**config.mk**
```make
export PLATFORM = sky130hd
export DESIGN_NAME = kypd_scanner_flat
export DESIGN_NICKNAME = d
export VERILOG_FILES = /design/src/rtl/kypd_if.sv /design/src/rtl/kypd_scanner.sv /design/src/flat_wrapper.sv
export SDC_FILE = /design/constraint.sdc
export NUM_CORES = 1
export LEC_CHECK = 0
export BUFFER_PORTS_ARGS = -buffer_cell sky130_fd_sc_hd__buf_2
export CORE_MARGIN = 2
export CORE_UTILIZATION = 30
export DETAILED_ROUTE_END_ITERATION = 10
export PLACE_DENSITY = 0.42
export SKIP_LAST_GASP = 1
export SYNTH_ARGS = -nofsm -noshare
export SYNTH_HDL_FRONTEND = slang
export SYNTH_SLANG_ARGS = --single-unit
```
**constraint.sdc**
```tcl
create_clock -name clk -period 5.12 [get_ports clk]
set_input_delay 0.256 -clock clk [delete_from_list [all_inputs] [get_ports clk]]
set_output_delay 0.256 -clock clk [all_outputs]
set_load 0.01 [all_outputs]
```
**src/rtl/kypd_if.sv**
```systemverilog
// Keypad pins plus the committed-key event outputs of the scanner.
// The scanner owns the master side; the keypad and consumer logic sit on the slave side.
interface kypd_if;
    logic [3:0] ROW;
    logic [3:0] COL;
    logic [3:0] key_code;
    logic       key_valid;
    logic       key_down;
    logic       key_up;

    modport master (
        input  ROW,
        output COL, key_code, key_valid, key_down, key_up
    );

    modport slave (
        output ROW,
        input  COL, key_code, key_valid, key_down, key_up
    );
endinterface

```
**src/rtl/kypd_scanner.sv**
```systemverilog
// 4x4 keypad scanner: column strobe, 2-flop row sync, per-scan ghost rejection, scan-count debounce.
// A stable press commits after DEBOUNCE_SCANS*4*DWELL_CYCLES cycles; there is no backpressure, and events are single-cycle pulses.
module kypd_scanner #(
    parameter int CLOCK_FREQ     = 100000000,
    parameter int DWELL_CYCLES   = CLOCK_FREQ / 1000,
    parameter int DEBOUNCE_SCANS = 4
) (
    input  logic  clk,
    input  logic  resetn,
    kypd_if.master kp
);
    localparam int         DW = $clog2(DWELL_CYCLES);
    localparam logic [DW-1:0] DWELL_LAST = DW'(DWELL_CYCLES - 1);
    localparam logic [3:0] DB = 4'(DEBOUNCE_SCANS);

    logic [3:0]    sync1_q, sync2_q;
    logic          run_q;
    logic [DW-1:0] dwell_q, dwell_d;
    logic [1:0]    col_q, col_d;
    logic [1:0]    acc_cnt_q, acc_cnt_d;
    logic [3:0]    acc_key_q, acc_key_d;
    logic          cand_vld_q, cand_vld_d;
    logic [3:0]    cand_key_q, cand_key_d;
    logic [3:0]    cnt_q, cnt_d;
    logic [3:0]    code_q, code_d;
    logic          down_q, down_d;
    logic          valid_q, valid_d;
    logic          up_q, up_d;

    logic          sample;
    logic [2:0]    col_hits;
    logic [3:0]    hit_key;
    logic [1:0]    base_cnt;
    logic [3:0]    base_key;
    logic [2:0]    sum_cnt;
    logic          res_vld;
    logic          match;
    logic          commit;

    function automatic logic [3:0] key_at(input logic [1:0] r, input logic [1:0] c);
        logic [3:0] k;
        case ({r, c})
            4'b00_00: k = 4'h1;  4'b00_01: k = 4'h2;  4'b00_10: k = 4'h3;  4'b00_11: k = 4'hA;
            4'b01_00: k = 4'h4;  4'b01_01: k = 4'h5;  4'b01_10: k = 4'h6;  4'b01_11: k = 4'hB;
            4'b10_00: k = 4'h7;  4'b10_01: k = 4'h8;  4'b10_10: k = 4'h9;  4'b10_11: k = 4'hC;
            4'b11_00: k = 4'h0;  4'b11_01: k = 4'hF;  4'b11_10: k = 4'hE;  default:  k = 4'hD;
        endcase
        return k;
    endfunction

    always_comb begin
        dwell_d    = dwell_q;
        col_d      = col_q;
        acc_cnt_d  = acc_cnt_q;
        acc_key_d  = acc_key_q;
        cand_vld_d = cand_vld_q;
        cand_key_d = cand_key_q;
        cnt_d      = cnt_q;
        code_d     = code_q;
        down_d     = down_q;
        valid_d    = 1'b0;
        up_d       = 1'b0;
        col_hits   = 3'd0;
        hit_key    = 4'h0;
        base_cnt   = 2'd0;
        base_key   = 4'h0;
        sum_cnt    = 3'd0;
        res_vld    = 1'b0;
        match      = 1'b0;
        commit     = 1'b0;

        sample = run_q && (dwell_q == DWELL_LAST);
        if (run_q) begin
            dwell_d = sample ? '0 : dwell_q + DW'(1);
            col_d   = sample ? col_q + 2'd1 : col_q;
        end

        for (int r = 0; r < 4; r++) begin
            if (!sync2_q[r]) begin
                if (col_hits == 3'd0) hit_key = key_at(2'(r), col_q);
                col_hits = col_hits + 3'd1;
            end
        end

        if (sample) begin
            // Accumulated count saturates at 2: anything beyond one hit is a ghost/multi-key.
            base_cnt  = (col_q == 2'd0) ? 2'd0 : acc_cnt_q;
            base_key  = (col_q == 2'd0) ? 4'h0 : acc_key_q;
            sum_cnt   = {1'b0, base_cnt} + col_hits;
            acc_cnt_d = (sum_cnt >= 3'd2) ? 2'd2 : sum_cnt[1:0];
            acc_key_d = (base_cnt == 2'd0 && col_hits != 3'd0) ? hit_key : base_key;

            if (col_q == 2'd3) begin
                res_vld = (acc_cnt_d == 2'd1);
                match   = (res_vld == cand_vld_q) && (!res_vld || acc_key_d == cand_key_q);
                if (match) begin
                    cnt_d = (cnt_q == DB) ? DB : cnt_q + 4'd1;
                end else begin
                    cand_vld_d = res_vld;
                    cand_key_d = acc_key_d;
                    cnt_d      = 4'd1;
                end
                commit = (cnt_d == DB) && (!match || cnt_q != DB);
                if (commit) begin
                    if (res_vld) begin
                        if (!down_q || code_q != acc_key_d) begin
                            code_d  = acc_key_d;
                            down_d  = 1'b1;
                            valid_d = 1'b1;
                        end
                    end else if (down_q) begin
                        down_d = 1'b0;
                        up_d   = 1'b1;
                    end
                end
            end
        end
    end

    always_ff @(posedge clk) begin
        if (!resetn) begin
            sync1_q    <= 4'hF;
            sync2_q    <= 4'hF;
            run_q      <= 1'b0;
            dwell_q    <= '0;
            col_q      <= 2'd0;
            acc_cnt_q  <= 2'd0;
            acc_key_q  <= 4'h0;
            cand_vld_q <= 1'b0;
            cand_key_q <= 4'h0;
            cnt_q      <= 4'd0;
            code_q     <= 4'h0;
            down_q     <= 1'b0;
            valid_q    <= 1'b0;
            up_q       <= 1'b0;
        end else begin
            sync1_q    <= kp.ROW;
            sync2_q    <= sync1_q;
            run_q      <= 1'b1;
            dwell_q    <= dwell_d;
            col_q      <= col_d;
            acc_cnt_q  <= acc_cnt_d;
            acc_key_q  <= acc_key_d;
            cand_vld_q <= cand_vld_d;
            cand_key_q <= cand_key_d;
            cnt_q      <= cnt_d;
            code_q     <= code_d;
            down_q     <= down_d;
            valid_q    <= valid_d;
            up_q       <= up_d;
        end
    end

    // Columns stay released until the first clocked cycle out of reset.
    assign kp.COL       = run_q ? ~(4'b0001 << col_q) : 4'hF;
    assign kp.key_code  = code_q;
    assign kp.key_valid = valid_q;
    assign kp.key_down  = down_q;
    assign kp.key_up    = up_q;
endmodule

```
**src/flat_wrapper.sv**
```systemverilog
// flat-port wrapper written by rule: the top's interface ports become plain ports
module kypd_scanner_flat 
#(
    parameter int CLOCK_FREQ     = 100000000,
    parameter int DWELL_CYCLES   = CLOCK_FREQ / 1000,
    parameter int DEBOUNCE_SCANS = 4
)
  (clk, resetn, kp_ROW, kp_COL, kp_key_code, kp_key_valid, kp_key_down, kp_key_up);
  kypd_if kp_i ();
  input  logic clk;
  input  logic resetn;
  input wire logic [$bits(kp_i.ROW)-1:0] kp_ROW;
  output wire logic [$bits(kp_i.COL)-1:0] kp_COL;
  output wire logic [$bits(kp_i.key_code)-1:0] kp_key_code;
  output wire logic [$bits(kp_i.key_valid)-1:0] kp_key_valid;
  output wire logic [$bits(kp_i.key_down)-1:0] kp_key_down;
  output wire logic [$bits(kp_i.key_up)-1:0] kp_key_up;
  assign kp_i.ROW = kp_ROW;
  assign kp_COL = kp_i.COL;
  assign kp_key_code = kp_i.key_code;
  assign kp_key_valid = kp_i.key_valid;
  assign kp_key_down = kp_i.key_down;
  assign kp_key_up = kp_i.key_up;
  kypd_scanner #(.CLOCK_FREQ(CLOCK_FREQ), .DWELL_CYCLES(DWELL_CYCLES), .DEBOUNCE_SCANS(DEBOUNCE_SCANS)) u_core (.clk(clk), .resetn(resetn), .kp(kp_i));
endmodule
```
==> flow_summary.json <==
{
  "status": "complete, no violations",
  "viasPerCell": 4.76,
  "stdcell_count": 495,
  "cts_setup_buffers": 0,
  "antennaDiodeCount": 0,
  "combinationalPowerShare": 0.110,
  "synthArstFlopShare": 0,
  "cts_tree": "yes",
  "cp-startpoint": "u_core.sync2_q[1]",
  "fin_nets": 382,
  "hp-start": "kp_ROW[3]",
  "grt_overflow": 0,
  "final_cell_area_mm2": 0.00331,
  "synth_area_per_cell_um2": 8.62,
  "path_cells": "inv_1, ha_1, xnor2_1, inv_1, ha_1, nor2_1, a31oi_4, fa_1, xnor3_1, nand3_1, a211o_1, nand4_2, nand3_4, nor4_4, mux2i_1",
  "cts-root-buf": "clkbuf_8",
  "die_y_um": 104,
  "switchingPower_w": 0.000195,
  "vdd_drop_max_uv": 102,
  "ys_seq_elements": 50,
  "ant_nets": 0,
  "drt-initial-drc-count": 86,
  "drv_cap": 0,
  "io_buffers": 16,
  "place_congestion": 0.761,
  "slew_violations": 0,
  "max_freq_ghz": 0.235,
  "synth_area_mm2": 0.00299,
  "drt-pass1-iter-count": 4,
  "grt_usage": 0.132,
  "ys_top_cells_by_area": "dfxtp_1 33%, ha_1 5.9%, nand2_1 5.5%, mux2i_1 5.4%, nor2_1 4.8%",
  "cts_resized": 0,
  "vias": 2356,
  "yosys.area.top_type": "dfxtp_1",
  "totalPowerFinal_w": 0.000763,
  "area_growth_pct": 10.5,
  "yosysTopAreaCellShare": 0.335,
  "fin_tns_setup_ns": 0,
  "postLayoutCoreUtil": 0.340,
  "grt_pass1_vias": 2331,
  "synth_edf_count": 0,
  "dieWidth_um": 104,
  "critPathMaxStageDelay_ns": 0.49,
  "cts_num_sinks": 50,
  "worstMarginPinSlew_ns": 0.682,
  "layout_commonest_cell": "dfxtp_1",
  "clkLatencyLatePin_ns": 0.30,
  "num_rows": 36,
  "critPathCaptureType": "register",
  "htreeDepth": 2,
  "fin_crit_sh": 0.831,
  "rsz0062_at_grt": "no",
  "ys_seq_area_frac": 0.335,
  "p_sw_frac": 0.256,
  "arrival_ns": 4.49,
  "leakage_nw": 1.19,
  "maxSlewHeadroom": 0.542,
  "place.detailed.hpwl_um": 4910,
  "slowest_stage": "nor4_4",
  "routedWlPerCell_um": 13.5,
  "post_route_cells_drive_above_1_share": 0.122,
  "dieArea_mm2": 0.0108,
  "pwr-share-clk": 0.369,
  "worstPathRequired_ns": 5.36,
  "path_max_fanout": 7,
  "r2r-start": "u_core.sync2_q[1]",
  "drc": 0,
  "fin_crit_ns": 4.26,
  "hp-class": "primary input to register",
  "hold_viol_final": 0,
  "postCtsHoldBufs": 0,
  "dp_cells": 487,
  "path_class": "register to register",
  "seqPwrFrac": 0.522,
  "start_kind": "register",
  "ys_types": 56,
  "synthCells": 347,
  "intPower_w": 0.000567,
  "ys_warn_count": 0,
  "grt_pass1_wl_um": 11600,
  "grt_start_max_net_pins": 27,
  "dpl_cell_area_mm2": 0.00320,
  "io-pin-count": 17,
  "fin_worst_skew_ns": 0.00250,
  "synth.net_count": 368,
  "synth-main-ff-cell": "dfxtp_1",
  "cts_made_buffers": 5,
  "core_area_mm2": 0.00973,
  "antenna_found_initial": 0,
  "cts.clk_slew.worst_paths_ns": 0.09,
  "final_cell_mix": "50 x dfxtp_1, 44 x nand2_1, 38 x nor2_1, 19 x inv_1",
  "wirelength_um": 6680,
  "start_util": 0.307,
  "setup_viol": 0,
  "power_density_mw_per_mm2": 231,
  "clockBufferDepth": 2
}
routing by layer:
metal  track usage  part of all wire  up-vias
met2         0.226              0.46       18
met5             0                 0        -
met1         0.169              0.51     1098
li1              -                 -     1231
met3        0.0213             0.018        9
met4        0.0396             0.013        0
cell usage after synthesis, types with 2 or more instances:
cell and instances:
a21oi_1 9, a211oi_1 2, inv_1 19, buf_6 2, mux2_4 2, mux2i_1 16
nand2b_1 14, nor2b_1 11, nand3b_1 2, a31oi_4 2, o211ai_1 2, clkbuf_1 7
or3_1 2, nor3_1 10, nand2_1 44, ha_1 14, or2_2 2, nor2_1 38
a31oi_1 5, nor4_1 4, o21ai_0 10, or4_1 2, xnor2_1 13, dfxtp_1 50
and2_1 2, xor2_1 13, nand4_1 10, nand3_1 8, o21bai_1 2, and4_1 2
and3_1 3
power groups by stage:
stage | logic [W] | registers, W | clock network [W]
CTS | 0.0000849 | 0.000398 | 0.000296
global placement | 0.0000843 | 0.000407 | 0
finish | 0.0000838 | 0.000398 | 0.000281
detailed placement | 0.0000841 | 0.000407 | 0
floorplan | 0.0000690 | 0.000404 | 0
global route | 0.0000940 | 0.000399 | 0.000306
worst paths after layout:
kind	end	slack [ns]	cells after the start
max	u_core.kp.key_code[1]	0.86	15
min	u_core.sync1_q[3]	0.13	2
min reg2reg	u_core.sync2_q[2]	0.42	1
max reg2reg	u_core.kp.key_code[1]	0.86	15
through the flow:
| stage | worst slack [ns] | hold slack, ns |
|---|---|---|
| after global routing | 0.471 | 0.122 |
| after floorplan | 1.25 | 0.284 |
| final | 0.864 | 0.127 |
| after global placement | 0.953 | 0.393 |
| after detailed placement | 0.857 | 0.395 |
| after CTS | 0.834 | 0.115 |
cell type report:
type,count,area [µm²]
Fill cell,1048,6420
Multi-Input combinational cell,268,1870
Sequential cell,50,1000
Tap cell,133,166
Timing Repair Buffer,17,87.6
Inverter,19,71.3
Clock buffer,5,68.8
Clock inverter,3,40.0
cell families (layout without fill, tap and decap cells):
| kind of cell | Yosys count | count (layout) | synth area share |
|---|---|---|---|
| AND/OR/NAND/NOR | 163 | 163 | 0.285 |
| buffers and inverters | 29 | 44 | 0.0414 |
| multiplexers | 18 | 18 | 0.0636 |
| XOR/XNOR | 27 | 27 | 0.0836 |
| adder cells (fa/ha/maj) | 15 | 15 | 0.0652 |
| AO/OA/AOI/OAI | 45 | 45 | 0.127 |
| flip-flops | 50 | 50 | 0.335 |
sequential cells by signal, summed over array words and instances (netlist names):
name / count
u_core.dwell_q: 17
u_core.col_q: 2
u_core.kp.key_down: 1
u_core.cnt_q: 4
u_core.cand_key_q: 4
u_core.acc_cnt_q: 2
u_core.kp.key_valid: 1
u_core.sync2_q: 4
u_core.kp.key_code: 4
u_core.run_q: 1
u_core.cand_vld_q: 1
u_core.acc_key_q: 4
u_core.sync1_q: 4
u_core.kp.key_up: 1
critical path, delay by kind of cell (launching register included):
family          cells  cell delay [ns]
xor+xnor            2             0.72
mux                 1             0.22
simple gates        5             1.19
flops               1             0.40
buf+inv             2             0.17
fa+ha+maj           3             1.09
compound gates      2             0.39
Power figures use the tool's default switching activity.
